## src/rtl/stbc_frame_buffer.sv

```systemverilog
// stbc_frame_buffer: double-buffered H/Y frame capture and per-candidate calc sequencer
// Build option: define STBC_PINGPONG_EN for two banks (loading overlaps calculation);
// left undefined, a single bank is used and loading/calculation serialise.
// Ports:
//   clk, rst                        clock, synchronous active-high reset
//   H_in_valid/ready, H_in_r/i      H sample stream, row-major
//   Y_in_valid/ready, Y_in_r/i      Y sample stream, stored conjugated
//   sweep_en, q_sel                 run all NQ candidates, or only q_sel
//   calc_start, q_index, calc_done  per-candidate handshake with the datapath
//   rd_row, rd_col, rd_h_r/i        combinational H read from the read bank
//   rd_y_idx, rd_y_r/i              combinational conjugated Y read from the read bank
//   frame_done, busy, err_spurious  frame status
module stbc_frame_buffer #(
  parameter int N  = 32,
  parameter int Q  = 16,
  parameter int NR = 4,
  parameter int NC = 4,
  parameter int NY = 8,
  parameter int NQ = 16,
  parameter int QW = $clog2(NQ)
) (
  input  logic                    clk,
  input  logic                    rst,
  input  logic                    H_in_valid,
  output logic                    H_in_ready,
  input  logic signed [N-1:0]     H_in_r,
  input  logic signed [N-1:0]     H_in_i,
  input  logic                    Y_in_valid,
  output logic                    Y_in_ready,
  input  logic signed [N-1:0]     Y_in_r,
  input  logic signed [N-1:0]     Y_in_i,
  input  logic                    sweep_en,
  input  logic [QW-1:0]           q_sel,
  output logic                    calc_start,
  output logic [QW-1:0]           q_index,
  input  logic                    calc_done,
  input  logic [$clog2(NR)-1:0]   rd_row,
  input  logic [$clog2(NC)-1:0]   rd_col,
  output logic signed [N-1:0]     rd_h_r,
  output logic signed [N-1:0]     rd_h_i,
  input  logic [$clog2(NY)-1:0]   rd_y_idx,
  output logic signed [N-1:0]     rd_y_r,
  output logic signed [N-1:0]     rd_y_i,
  output logic                    frame_done,
  output logic                    busy,
  output logic                    err_spurious
);
`ifdef STBC_PINGPONG_EN
  localparam logic PP = 1'b1;
`else
  localparam logic PP = 1'b0;
`endif
  localparam int NB  = PP ? 2 : 1;
  localparam int HT  = NR * NC;
  localparam int HAW = $clog2(HT);
  localparam int HCW = $clog2(HT + 1);
  localparam int YCW = $clog2(NY + 1);
  localparam logic [N-1:0] MINV = {1'b1, {(N-1){1'b0}}};

  if (Q >= N) begin : g_bad_q
    $error("stbc_frame_buffer: Q must be smaller than N");
  end

  typedef enum logic [1:0] {S_IDLE, S_START, S_WAIT, S_DONE} state_t;

  logic [N-1:0]   r_h_r [NB][HT];
  logic [N-1:0]   r_h_i [NB][HT];
  logic [N-1:0]   r_y_r [NB][NY];
  logic [N-1:0]   r_y_i [NB][NY];
  logic [NB-1:0]  r_full;
  logic           r_wb, r_rb;
  logic [HCW-1:0] r_hcnt;
  logic [YCW-1:0] r_ycnt;
  state_t         r_state;
  logic [QW-1:0]  r_q;
  logic           r_sweep, r_start, r_fdone, r_busy, r_err;
  logic           w_h_fire, w_y_fire, w_h_end, w_y_end, w_free;
  logic [N-1:0]   w_yi_c;
  logic [HAW-1:0] w_h_addr;

  assign H_in_ready = !r_full[r_wb] && (r_hcnt < HCW'(HT));
  assign Y_in_ready = !r_full[r_wb] && (r_ycnt < YCW'(NY));
  assign w_h_fire   = H_in_valid && H_in_ready;
  assign w_y_fire   = Y_in_valid && Y_in_ready;
  // A stream counts as complete once its last word lands on this edge, so the bank
  // is published on the same edge as the final transfer.
  assign w_h_end    = (r_hcnt == HCW'(HT)) || (w_h_fire && r_hcnt == HCW'(HT - 1));
  assign w_y_end    = (r_ycnt == YCW'(NY)) || (w_y_fire && r_ycnt == YCW'(NY - 1));
  assign w_free     = (r_state == S_DONE);
  // Negating the most negative value would wrap, so it saturates to the max positive.
  assign w_yi_c     = (Y_in_i == MINV) ? ~MINV : -Y_in_i;
  assign w_h_addr   = HAW'(rd_row) * HAW'(NC) + HAW'(rd_col);

  assign rd_h_r       = r_h_r[r_rb][w_h_addr];
  assign rd_h_i       = r_h_i[r_rb][w_h_addr];
  assign rd_y_r       = r_y_r[r_rb][rd_y_idx];
  assign rd_y_i       = r_y_i[r_rb][rd_y_idx];
  assign calc_start   = r_start;
  assign q_index      = r_q;
  assign frame_done   = r_fdone;
  assign busy         = r_busy;
  assign err_spurious = r_err;

  always_ff @(posedge clk) begin
    if (w_h_fire) begin
      r_h_r[r_wb][r_hcnt[HAW-1:0]] <= H_in_r;
      r_h_i[r_wb][r_hcnt[HAW-1:0]] <= H_in_i;
    end
    if (w_y_fire) begin
      r_y_r[r_wb][r_ycnt[YCW-2:0]] <= Y_in_r;
      r_y_i[r_wb][r_ycnt[YCW-2:0]] <= w_yi_c;
    end
  end

  // A bank freed by DONE only reopens for writes on the following cycle, because
  // ready is derived from the registered full flag.
  always_ff @(posedge clk) begin
    if (rst) begin
      r_full <= '0;
      r_wb   <= 1'b0;
      r_hcnt <= '0;
      r_ycnt <= '0;
    end else begin
      if (w_free) r_full[r_rb] <= 1'b0;
      if (w_h_end && w_y_end) begin
        r_full[r_wb] <= 1'b1;
        r_wb         <= r_wb ^ PP;
        r_hcnt       <= '0;
        r_ycnt       <= '0;
      end else begin
        r_hcnt <= r_hcnt + HCW'(w_h_fire);
        r_ycnt <= r_ycnt + YCW'(w_y_fire);
      end
    end
  end

  always_ff @(posedge clk) begin
    if (rst) begin
      r_state <= S_IDLE;
      r_rb    <= 1'b0;
      r_q     <= '0;
      r_sweep <= 1'b0;
      r_start <= 1'b0;
      r_fdone <= 1'b0;
      r_busy  <= 1'b0;
      r_err   <= 1'b0;
    end else begin
      r_start <= 1'b0;
      r_fdone <= 1'b0;
      if (calc_done && r_state != S_WAIT) r_err <= 1'b1;
      case (r_state)
        S_IDLE: if (r_full[r_rb]) begin
          r_state <= S_START;
          r_start <= 1'b1;
          r_busy  <= 1'b1;
          r_sweep <= sweep_en;
          r_q     <= sweep_en ? '0 : q_sel;
        end
        S_START: r_state <= S_WAIT;
        S_WAIT: if (calc_done) begin
          if (r_sweep && r_q != QW'(NQ - 1)) begin
            r_q     <= r_q + QW'(1);
            r_state <= S_START;
            r_start <= 1'b1;
          end else begin
            r_state <= S_DONE;
            r_fdone <= 1'b1;
          end
        end
        S_DONE: begin
          r_state <= S_IDLE;
          r_busy  <= 1'b0;
          r_rb    <= r_rb ^ PP;
        end
        default: r_state <= S_IDLE;
      endcase
    end
  end
endmodule
```

## config.mk

```make
export PLATFORM = sky130hd
export DESIGN_NAME = stbc_frame_buffer
export DESIGN_NICKNAME = d
export VERILOG_FILES = /design/src/rtl/stbc_frame_buffer.sv
export SDC_FILE = /design/constraint.sdc
export NUM_CORES = 1
export LEC_CHECK = 0
export CAP_MARGIN = 20
export CORE_ASPECT_RATIO = 0.8
export CORE_MARGIN = 2
export CORE_UTILIZATION = 50
export DETAILED_ROUTE_END_ITERATION = 6
export GPL_ROUTABILITY_DRIVEN = 0
export GPL_TIMING_DRIVEN = 1
export PLACE_DENSITY = 0.68
export SKIP_LAST_GASP = 1
export SYNTH_ARGS = -nofsm -noshare
export SYNTH_HDL_FRONTEND = slang
export SYNTH_SLANG_ARGS = --single-unit
```

## constraint.sdc

```tcl
create_clock -name clk -period 24.1 [get_ports clk]
set_clock_uncertainty 0.05 [all_clocks]
set_input_delay 2.41 -clock clk [delete_from_list [all_inputs] [get_ports clk]]
set_output_delay 2.41 -clock clk [all_outputs]
set_load 0.1 [all_outputs]
```

==> results by group <==
Min path
  – Min-delay worst type: reg2reg

Worst setup path
  – CP delay by family, top: buffers and inverters
  – CP endpoint kind: primary output
  – CP Cell Sequence: clkbuf_8 -> buf_4 -> buf_4 -> mux4_2 -> mux2_2 -> clkdlybuf4s50_1
  – CP arrival: 6380 ps
  – CP Buf/Inv Count: 4
  – CP Class: in2out
  – Worst Setup Start Kind: primary input
  – Crit Path Max Fanout: 61
  – Critical path's slowest cell: clkdlybuf4s50_1
  – Max incr delay on CP: 1030 ps
  – Required time of the critical path: 21640 ps
  – Worst path most repeated cell: buf_4

Clocking
  – Hold buffer count at cts: 0
  – H-tree Lvls: 4
  – Worst-skew pair later-pin latency: 750 ps
  – Num CTS Buffers: 150
  – Reg clk slew, reported paths: 50 ps
  – CTS root buffer: clkbuf_16
  – CTS tree: yes
  – CTS resizes: 0
  – Post-CTS Setup Bufs: 0
  – # clock sinks: 1557
  – Clk buf depth: 3

Synth
  – Average size of a mapped cell: 24.4 um2
  – Netlist Area Pre-Place: 59500 um2
  – Synth Warn #: 0
  – Mapped Nets: 2589
  – Synthesized netlist cell count: 2438
  – Top_reg_cell synth: edfxtp_1
  – Yosys reg bits: 1557
  – Post-synth EDFFs: 1536
  – Sequential share of the synthesized area: 78.2%
  – Post-synth cell types: 63
  – Async SR Flop Fraction: 0%

Floorplan
  – Chip width: 390 um
  – Starting density of the core: 50.3%
  – Die H: 313 um
  – Die area: 122000 um2
  – Top-level I/O count: 283
  – Num rows: 113
  – Core area: 118000 um2

Power
  – Peak supply drop: 64.8 uV
  – LEAKAGE: 21.4 nW
  – Pwr/cell area: 83.3 nW/um2

Cells and area
  – Nets: 2956
  – Share of layout cells above drive strength 1: 27.5%
  – Syn-to-layout area delta: 15.9%
  – Final non-filler cell total: 4472

Placed design
  – Dpl ws: 15140 ps
  – I/O Buffers: 282
  – Placed cell count: 4204
  – Hpwl dp: 66400 um

Routing
  – Routed Wire Length: 128000 um
  – Post-DRT Antenna Nets: 0
  – TritonRoute pass-1 iters: 5
  – Post-DR vias/cell: 6.06
  – Iter 0 DRT Violations: 2469
  – DRC Markers: 0
  – Post-DR wirelength/cell: 28.6 um
  – Via count: 27100

Timing
  – Final WS setup: 15260 ps
  – Crit share post-route: 36.7%
  – Final Slew Violations: 0
  – RSZ-0062 raised after global routing: no
  – Hold Vio Cnt, Final: 0
  – Setup-failing EPs final: 0
  – Setup TNS: 0 ps
  – Max Clk Rate: 113 MHz
  – Worst Tran Pin Value: 1200 ps
  – Tmin final: 8840 ps
  – Worst rel slew slack: 19.7%

Global route
  – Met1 track demand over resource: 29.3%
  – Routing usage on met3: 4.41%
  – Number of global-route vias before repair: 28000
  – Layer with the highest usage: met2
  – Largest net degree at the start of global routing: 137
  – Global Route Usage Sum: 21.3%
  – GR Util met2: 34.7%
  – Initial antenna violation count: 9
  – Total grt overflow: 0
  – First-pass GRT wire length: 188000 um

Run
  – MaxCap Viol Count: 0

Status
  – Status: finished, final reports clean
sequential cells by signal, indices dropped and copies added, names as in the netlist, 2 cells and up:
name and flops:
r_h_r 512, r_y_i 256, r_ycnt 4, r_h_i 512, r_hcnt 5, r_y_r 256, r_state 2, q_index 4
where the power goes:
part	switching (mW)	internal, mW
sequential	0.0104	3.02
combinational	0.330	0.163
clock	0.959	1.26
cells in the final DEF, fill, tap and decap left out, types with 17 or more instances in the layout:
cell,instances
clkinv_1,34
edfxtp_1,1536
nand2_1,24
buf_4,53
nor2_4,17
clkinv_2,17
mux2_2,64
mux4_2,448
clkbuf_1,37
clkbuf_16,155
dfxtp_1,21
clkdlybuf4s50_1,275
worst reg2reg max path, cell delays in order (launching register included):
cell and delay [ps]:
dfxtp_1 390, nor2_1 170, and2_1 250, nand3b_1 330, nor2_4 850, buf_4 890
per-layer routing:
layer,up-vias,wire (um)
met5,-,60
met4,10,3070
met3,206,9250
met2,998,64500
met1,14600,51200
li1,11300,-
per-stage QoR:
step           area [um2]  hold WS, ps  utilization (%)  total power [mW]
2_1_floorplan       59500          442                -              3.43
3_3_place_gp        64300          403             54.3              3.57
3_5_place_dp        64300          422             54.4              3.59
4_1_cts             69000          436             58.3              5.81
5_1_grt             69000          485             58.3              5.93
6_report            69000          428             58.3              5.75
area by class of cell:
type / count / area [um2]
fillers: 8215 / 49400
flip-flops and latches: 1557 / 46500
multi-input cells: 754 / 12500
clock buffers: 192 / 4020
repair buffers: 337 / 3310
well taps: 1552 / 1940
clock inverters: 71 / 594
inverters: 5 / 18.8
diodes: 4 / 10.0
Yosys cell counts (5+ instances only):
library cell	count	area [um2]
buf_2	36	180
edfxtp_1	1536	46100
nor4_1	13	81.3
xor2_1	5	43.8
mux2_2	64	721
and3_1	5	31.3
dfxtp_1	21	420
mux4_2	448	10100
xnor2_1	11	96.3
a21oi_1	8	40.0
inv_1	5	18.8
nor2_1	33	124
buf_6	6	67.6
nand2b_1	10	62.6
nor3_1	22	110
nand2_1	24	90.1
o21ai_0	8	40.0
ha_1	6	75.1
o21ai_1	9	45.0
buf_1	11	41.3
clkbuf_1	65	244
o31a_1	11	96.3
nand3_1	10	50.1
or3_1	6	37.5
worst paths after layout:
| path | cells after the start | slack [ps] | endpoint | from |
|---|---|---|---|---|
| setup reg to reg | 5 | 20730 | r_h_i[0][84]$_DFFE_PP_ | r_full$_SDFFE_PP0P_ |
| hold / removal | 2 | 430 | err_spurious$_SDFFE_PP0P_ | err_spurious$_SDFFE_PP0P_ |
| setup / recovery | 6 | 15260 | rd_y_i[13] | rd_y_idx[0] |
| hold reg to reg | 2 | 430 | err_spurious$_SDFFE_PP0P_ | err_spurious$_SDFFE_PP0P_ |
logic make-up after synthesis:
family                   synth area share [%]
multiplexers                             18.2
adder cells (fa/ha/maj)                 0.126
XOR/XNOR                                0.235
AND/OR/NAND/NOR                          1.56
AO/OA/AOI/OAI                           0.660
flip-flops                               78.2
buffers and inverters                   0.978
Note: power is estimated with default switching activity, not from simulation.
==> RTL edit (config.mk and constraints unchanged) <==
Set the parameter `NQ` to 8 (it was 16).
--- a/src/rtl/stbc_frame_buffer.sv
+++ b/src/rtl/stbc_frame_buffer.sv
@@ -16,7 +16,7 @@
   parameter int NR = 4,
   parameter int NC = 4,
   parameter int NY = 8,
-  parameter int NQ = 16,
+  parameter int NQ = 8,
   parameter int QW = $clog2(NQ)
 ) (
   input  logic                    clk,
Ports: changed (resized q_index and q_sel); port bits go from 283 to 281. No check against the original RTL was run, so the function may have changed too.
==> RTL edit against the unedited design <==
Power increased by 3.2%. Largest cell class unchanged. Sequential cell count decreased by 1. Highest routed layer unchanged. Routed wire length decreased by 0.46%. Setup slack got worse by 480 ps. Synthesized area decreased by 0.58%. Final area increased by 0.37%. Maximum frequency decreased by 5.1%.
==> RTL edit: results (changes against the unedited design) <==
via/cell ratio=6.03 (-0.48%); Synth cell types=43 (-32%); Seq/Total Area, Yosys=0.786 (+0.00421); global-route wire length before repair=187000 um (-0.28%); met1 Usage GRT=0.295 (+0.00212); initial antenna violation count=3 (-6); status=finished clean; worst setup path start=rd_col[0]; mux contribution to synthesized area=0.184 (+0.00174); Gate Count Post-Synth=2418 (-0.82%); Pwr Density=85.7 mW/mm2 (+2.8%); NumNets Final=2946 (-0.34%); Synth top cells by count=edfxtp_1 (1536), mux4_2 (448), mux2_2 (64); P_leak=21.7 nW (+1.3%); P_comb=0.488 mW (-1%); top post-synthesis cells by area=edfxtp_1 (78%), mux4_2 (17%), mux2_2 (1.2%); share of layout cells above drive strength 1=0.283 (+0.00833); met1 wire length=53700 um (+4.9%); post-synthesis compound-gate area fraction=0.00279 (-0.00381); GRT Overall Usage=0.212 (-0.000909); DR WL met2=64300 um (-0.23%); pin slew with the least headroom to its limit=1140 ps (-56.8 ps); met2 Track Usage GR=0.348 (+0.000913); Iteration-0 DRC Markers=2800 (+13%); VDD IR-drop max=0.0658 mV (+1.5%); via count=26900 (-0.70%); Placed Cells=4179 (-0.59%); Synth Area in XOR/XNOR=0.00296 (+0.000606); Post-Syn Nets=2569 (-0.77%)
[RTL edit: cell type report]
class	instances	area, um2
fill	7983	47800
sequential	1556	46500
multi-input combinational	744	12300
clock buffer	183	3990
timing repair buffer	338	3320
tap	1539	1930
clock inverter	96	1130
inverter	5	21.3
antenna	1	2.50
[RTL edit: cell families (layout without fill, tap and decap cells)]
group / after synthesis / count (layout)
buffers and inverters: 118 / 622
DFF: 1556 / 1556
adders and majority gates: 7 / 7
muxes: 520 / 520
and+or+nand+nor: 169 / 169
AOI/OAI and AO/OA: 28 / 28
xor gates and xnor gates: 20 / 20
other: 0 / 1
[RTL edit: stage by stage]
step,hold slack (ps),cell area (um2)
after floorplan,399,59200
after global placement,408,64000
after detailed placement,417,64100
after CTS,441,69200
after global routing,474,69200
final,430,69200
[RTL edit: tightest hold or removal path: cells and delay by family, from the launching register on]
| family | cells | cell delay, ps |
|---|---|---|
| flops | 1 | 330 |
| simple gates | 1 | 70 |
| compound gates | 1 | 40 |
